### src/rtl/input_pkg.sv
// input_pkg: shared FSM state type and default parameters for the input conditioner
package input_pkg;
  typedef enum logic [1:0] {IDLE, HELD, REPEAT} state_t;
  localparam int DEF_NUM_CH = 5;
  localparam int DEF_SAMPLE_DIV = 11;
  localparam int DEF_STABLE_SAMPLES = 3;
  localparam int DEF_REPEAT_DELAY = 25;
  localparam int DEF_REPEAT_RATE = 6;
endpackage

### src/rtl/input_channel.sv
// input_channel: per-button synchronizer, tick-based debounce and press/auto-repeat FSM
module input_channel
  import input_pkg::*;
#(
  parameter int STABLE_SAMPLES = DEF_STABLE_SAMPLES,
  parameter int REPEAT_DELAY = DEF_REPEAT_DELAY,
  parameter int REPEAT_RATE = DEF_REPEAT_RATE
) (
  input  logic clk,
  input  logic rst,
  input  logic tick,
  input  logic raw,
  input  logic repeat_en,
  output logic level,
  output logic press,
  output logic release_pulse,
  output logic fire
);
  localparam int SW = STABLE_SAMPLES > 1 ? $clog2(STABLE_SAMPLES) : 1;
  localparam int RMAX = (REPEAT_DELAY > REPEAT_RATE ? REPEAT_DELAY : REPEAT_RATE) - 1;
  localparam int RW = RMAX > 0 ? $clog2(RMAX + 1) : 1;
  localparam logic [RW-1:0] LD_DELAY = RW'(REPEAT_DELAY - 1);
  localparam logic [RW-1:0] LD_RATE = RW'(REPEAT_RATE - 1);
  logic [1:0] sync_q, sync_d;
  logic [SW-1:0] stb_q, stb_d;
  logic [RW-1:0] rep_q, rep_d;
  logic level_q, level_d, press_q, press_d, rel_q, rel_d, fire_q, fire_d;
  state_t state_q, state_d;
  always_comb begin
    sync_d = {sync_q[0], raw};
    stb_d = stb_q;
    level_d = level_q;
    state_d = state_q;
    rep_d = rep_q;
    press_d = 1'b0;
    rel_d = 1'b0;
    fire_d = 1'b0;
    if (tick) begin
      if (sync_q[1] == level_q) stb_d = '0;
      else if (32'(stb_q) + 32'd1 == 32'(STABLE_SAMPLES)) begin
        stb_d = '0;
        level_d = ~level_q;
      end else stb_d = stb_q + 1'b1;
      // an accepted fall wins over any repeat expiry on the same tick
      if (level_q && !level_d) begin
        state_d = IDLE;
        rep_d = '0;
        rel_d = 1'b1;
      end else if (!level_q && level_d) begin
        state_d = HELD;
        rep_d = LD_DELAY;
        press_d = 1'b1;
        fire_d = 1'b1;
      end else if (state_q == REPEAT && !repeat_en) begin
        state_d = HELD;
        rep_d = LD_DELAY;
      end else if (state_q != IDLE && repeat_en) begin
        if (rep_q == '0) begin
          fire_d = 1'b1;
          rep_d = LD_RATE;
          state_d = REPEAT;
        end else rep_d = rep_q - 1'b1;
      end
    end
  end
  always_ff @(posedge clk or posedge rst)
    if (rst) begin
      sync_q <= '0;
      stb_q <= '0;
      rep_q <= '0;
      level_q <= 1'b0;
      press_q <= 1'b0;
      rel_q <= 1'b0;
      fire_q <= 1'b0;
      state_q <= IDLE;
    end else begin
      sync_q <= sync_d;
      stb_q <= stb_d;
      rep_q <= rep_d;
      level_q <= level_d;
      press_q <= press_d;
      rel_q <= rel_d;
      fire_q <= fire_d;
      state_q <= state_d;
    end
  assign level = level_q;
  assign press = press_q;
  assign release_pulse = rel_q;
  assign fire = fire_q;
endmodule

### src/rtl/input_conditioner.sv
// input_conditioner: shared sample-tick divider driving NUM_CH independent button channels
module input_conditioner
  import input_pkg::*;
#(
  parameter int NUM_CH = DEF_NUM_CH,
  parameter int SAMPLE_DIV = DEF_SAMPLE_DIV,
  parameter int STABLE_SAMPLES = DEF_STABLE_SAMPLES,
  parameter int REPEAT_DELAY = DEF_REPEAT_DELAY,
  parameter int REPEAT_RATE = DEF_REPEAT_RATE
) (
  input  logic              clk,
  input  logic              rst,
  input  logic [NUM_CH-1:0] raw_in,
  input  logic [NUM_CH-1:0] repeat_en,
  output logic [NUM_CH-1:0] level,
  output logic [NUM_CH-1:0] press,
  output logic [NUM_CH-1:0] release_pulse,
  output logic [NUM_CH-1:0] fire
);
  localparam int DW = SAMPLE_DIV > 1 ? $clog2(SAMPLE_DIV) : 1;
  logic [DW-1:0] div_q, div_d;
  logic tick;
  always_comb begin
    tick = div_q == DW'(SAMPLE_DIV - 1);
    div_d = tick ? '0 : div_q + 1'b1;
  end
  always_ff @(posedge clk or posedge rst)
    if (rst) div_q <= '0;
    else div_q <= div_d;
  for (genvar i = 0; i < NUM_CH; i++) begin : g_ch
    input_channel #(
      .STABLE_SAMPLES(STABLE_SAMPLES),
      .REPEAT_DELAY(REPEAT_DELAY),
      .REPEAT_RATE(REPEAT_RATE)
    ) u_ch (
      .clk(clk),
      .rst(rst),
      .tick(tick),
      .raw(raw_in[i]),
      .repeat_en(repeat_en[i]),
      .level(level[i]),
      .press(press[i]),
      .release_pulse(release_pulse[i]),
      .fire(fire[i])
    );
  end
endmodule

### config.mk
export PLATFORM = sky130hd
export DESIGN_NAME = input_conditioner
export DESIGN_NICKNAME = d
export VERILOG_FILES = /design/src/rtl/input_pkg.sv /design/src/rtl/input_channel.sv /design/src/rtl/input_conditioner.sv
export SDC_FILE = /design/constraint.sdc
export NUM_CORES = 1
export LEC_CHECK = 0
export BUFFER_PORTS_ARGS = -buffer_cell sky130_fd_sc_hd__buf_2
export CAP_MARGIN = 20
export CORE_ASPECT_RATIO = 1.4
export CORE_MARGIN = 8
export CORE_UTILIZATION = 39
export CTS_CLUSTER_SIZE = 24
export DETAILED_ROUTE_END_ITERATION = 10
export MAX_ROUTING_LAYER = met4
export PLACE_DENSITY_LB_ADDON = 0.05
export SLEW_MARGIN = 20
export SYNTH_ARGS = -nofsm -noshare
export SYNTH_HDL_FRONTEND = slang
export SYNTH_HIERARCHICAL = 1
export SYNTH_SLANG_ARGS = --single-unit
### constraint.sdc
create_clock -name clk -period 1.85 [get_ports clk]
set_clock_uncertainty 0.1 [all_clocks]
set_input_delay 0.37 -clock clk [delete_from_list [all_inputs] [get_ports clk]]
set_output_delay 0.37 -clock clk [all_outputs]
set_load 0.005 [all_outputs]
==> results.yml <==
sta:
  min_period_ns: 1.993
  layout_setup_ws_ns: -0.1426
  worstMarginPinSlew_ns: 0.6141
  drv_slew: 0
  max_freq_ghz: 0.5018
  setup_viol: 24
  finalCritPeriodShare: 1.077
  slew-limit-headroom: 0.5901
  hold_violations: 0
  fin_setup_tns_ns: -1.271
  rsz0062_at_grt: "true"
synth:
  synthFlopType: "dfrtp_1"
  syn-num-nets: 398
  synth_edf_count: 0
  ys_async_sr_fraction: 1.000
  mappedNetlistArea_mm2: 0.004080
  synthXorXnorAreaFrac: 0.01288
  synth_top_area_share: 0.4845
  synth.mux.area_fraction: 0.06409
  synthSimpleGateAreaFrac: 0.1374
  synth_top_area_cell: "dfrtp_1"
  ys_types: 36
  synth_top_family_by_area: "compound AO/OA/AOI/OAI gates"
  synth_area_per_cell_um2: 11.15
  synth_fa_ha_area_frac: 0.06133
  synth_compound_area_frac: 0.1966
  ys_seq_elements: 79
  synthTopCellsByArea: "dfrtp_1, ha_1, inv_1, mux2_4, o21ai_0"
  syn_inst: 366
  ys_seq_area_frac: 0.4845
  yosys_warnings: 6
run:
  maxCapViolCount: 0
clocking:
  htree_levels: 3
  insertion_delay_ns: 0.33
  cts_tree: "yes"
  cts_buffers: 9
  clock-sinks: 79
  root_buffer: "clkbuf_16"
  clock_path_buffers: 2
  clkTransAtPathRegs_ns: 0.06
critical_path:
  worst-setup-path-type: "reg2reg"
  crit_end: "g_ch[2].u_ch/state_q[1]"
  startpoint: "g_ch[2].u_ch/stb_q[0]"
  crit_required_ns: 1.96
  crit_path_end_kind: "flop"
  worstPathArrival_ns: 2.11
  r2r_slack_ns: -0.14
  r2r-end: "g_ch[2].u_ch/state_q[1]"
  start_kind: "flop"
  ff2ff_path_depth: 9
  r2r_start: "g_ch[2].u_ch/stb_q[0]"
  cp_max_fo: 5
placed_design:
  dpl_worst_slack_ns: -0.1623
  place.gp.congestion: 0.7723
  hpwl_um: 6144
  dp.cells: 596
  portBuffers: 31
grt:
  grt_max_degree: 28
  antenna_found_initial: 0
  first_global_vias: 3259
  track_usage: 0.1360
  grt_overflow: 0
  grt_pass1_wl_um: 14660
detailed_routing:
  initialDrtViolationCount: 75
  drt.antenna.violating_nets: 0
  drc: 0
  wirelength_um: 8840
  vias_per_cell: 4.954
  via_count: 3131
  routedWlPerCell_um: 13.99
  dr.pass1.iters: 4
pwr:
  power_density_mw_per_mm2: 786.9
  ir_drop_mv: 0.4633
  total_leakage_power_nw: 2.672
  finalPower_mw: 4.620
floorplanning:
  initial_core_util: 0.3963
  fp.dieW_um: 102.4
  die_area_mm2: 0.01404
  rows: 44
  die_h_um: 137.0
  io_pins: 32
  core_area_mm2: 0.01029
final_layout:
  fill_cells: 860
  fin_nets: 521
  n_antenna_cell: 0
  stdcell_count: 632
  final_util: 0.5702
  layout-drive-gt1-share: 0.4858
  area_growth_pct: 43.88
outcome:
  outcome: "finished, violations left"
  violations: "negative setup slack"
min_path:
  min_path_type: "in2reg"
[area by class of cell]
class                   count  area, um2  share of cell area
multi-input cells         240       2342              0.3990
flip-flops and latches     79       1977              0.3367
repair buffers            117      899.6              0.1532
clock buffers              11      252.7             0.04305
well taps                 138      172.7             0.02941
inverters                  42      170.2             0.02899
clock inverters             5      56.30            0.009591
[power breakdown]
part           internal [mW]  switching (mW)  total, mW
sequential              1.86           0.111       1.97
combinational          0.430           0.419      0.849
clock                   1.12           0.687       1.80
total                   3.40            1.22       4.62
[per-layer routing]
| layer | GRT usage | wire length (um) | up-vias |
|---|---|---|---|
| li1 | - | - | 1533 |
| met1 | 0.1446 | 3601 | 1551 |
| met2 | 0.2390 | 4863 | 38 |
| met3 | 0.03462 | 269 | 9 |
| met4 | 0.04341 | 104 | 0 |
| met5 | - | 0 | - |
[worst max-delay path, cell delays in order (launching register included)]
cell and delay (ns):
dfrtp_1 0.39, inv_2 0.08, a21oi_2 0.05, a31oi_1 0.19, inv_1 0.12, ha_4 0.28, inv_4 0.04, o21a_4 0.23
o31ai_4 0.07, mux2_4 0.32
[kinds of logic after synthesis]
logic type,after synthesis
AO/OA/AOI/OAI,108
flip-flops,79
AND/OR/NAND/NOR,85
XOR/XNOR,6
buffers and inverters,47
adder cells (fa/ha/maj),20
multiplexers,21
[how the worst min path moves through the flow]
stage	cells after the start	endpoint	slack, ns	from
6_report	1	g_ch[1].u_ch/sync_q[0]	0.04	raw_in[1]
5_1_grt	1	g_ch[3].u_ch/sync_q[0]	0.03	raw_in[3]
4_1_cts	1	g_ch[2].u_ch/sync_q[0]	0.03	raw_in[2]
3_5_place_dp	2	div_q[1]	0.22	rst
3_3_place_gp	2	div_q[3]	0.23	rst
2_1_floorplan	1	div_q[0]	0.04	rst
[sequential cells by signal (all words and copies together), names as in the netlist]
signal	cells
g_ch.u_ch/sync_q	10
g_ch.u_ch/fire	5
g_ch.u_ch/level	5
g_ch.u_ch/rep_q	25
g_ch.u_ch/release_pulse	5
g_ch.u_ch/state_q	10
g_ch.u_ch/stb_q	10
g_ch.u_ch/press	5
div_q	4
[synth_stat cells, types with 6 or more instances]
library cell   n
dfrtp_1       79
nor3_1         6
a21oi_1       16
o21ai_1       16
nand2_1       11
o21ai_0       25
inv_1         42
mux2i_1       10
ha_1          20
mux2_4        10
nand3_1       10
and2_1        10
nor2_1        16
[timing repair]
item                                   4_1_cts  5_1_grt
hold buffers                                 1        0
setup buffers                               12        9
pin swaps                                   14       16
setup endpoints to repair                   32       35
endpoints found under the hold margin        4        0
resized for setup                           47       62
[through the flow]
stage / instance area, um2 / hold WS [ns]
4_1_cts: 5535 / 0.02958
5_1_grt: 5871 / 0.02689
3_3_place_gp: 4911 / 0.2287
2_1_floorplan: 4080 / 0.03608
6_report: 5871 / 0.04439
3_5_place_dp: 4911 / 0.2204
[cells in the final DEF (no fill, tap or decap), types with 6 or more instances in the layout]
cell type / instances
clkbuf_16: 9
a21oi_1: 11
buf_2: 31
inv_2: 12
o21ai_0: 13
nand2_1: 8
nand3_1: 10
buf_6: 19
o21ai_1: 21
ha_4: 15
nor3_1: 6
nor3_4: 10
buf_4: 64
o21ai_2: 6
inv_1: 25
and2_1: 10
nor2_1: 16
dfrtp_1: 79
mux2i_1: 10
mux2_4: 10
Power figures use the tool's default switching activity.
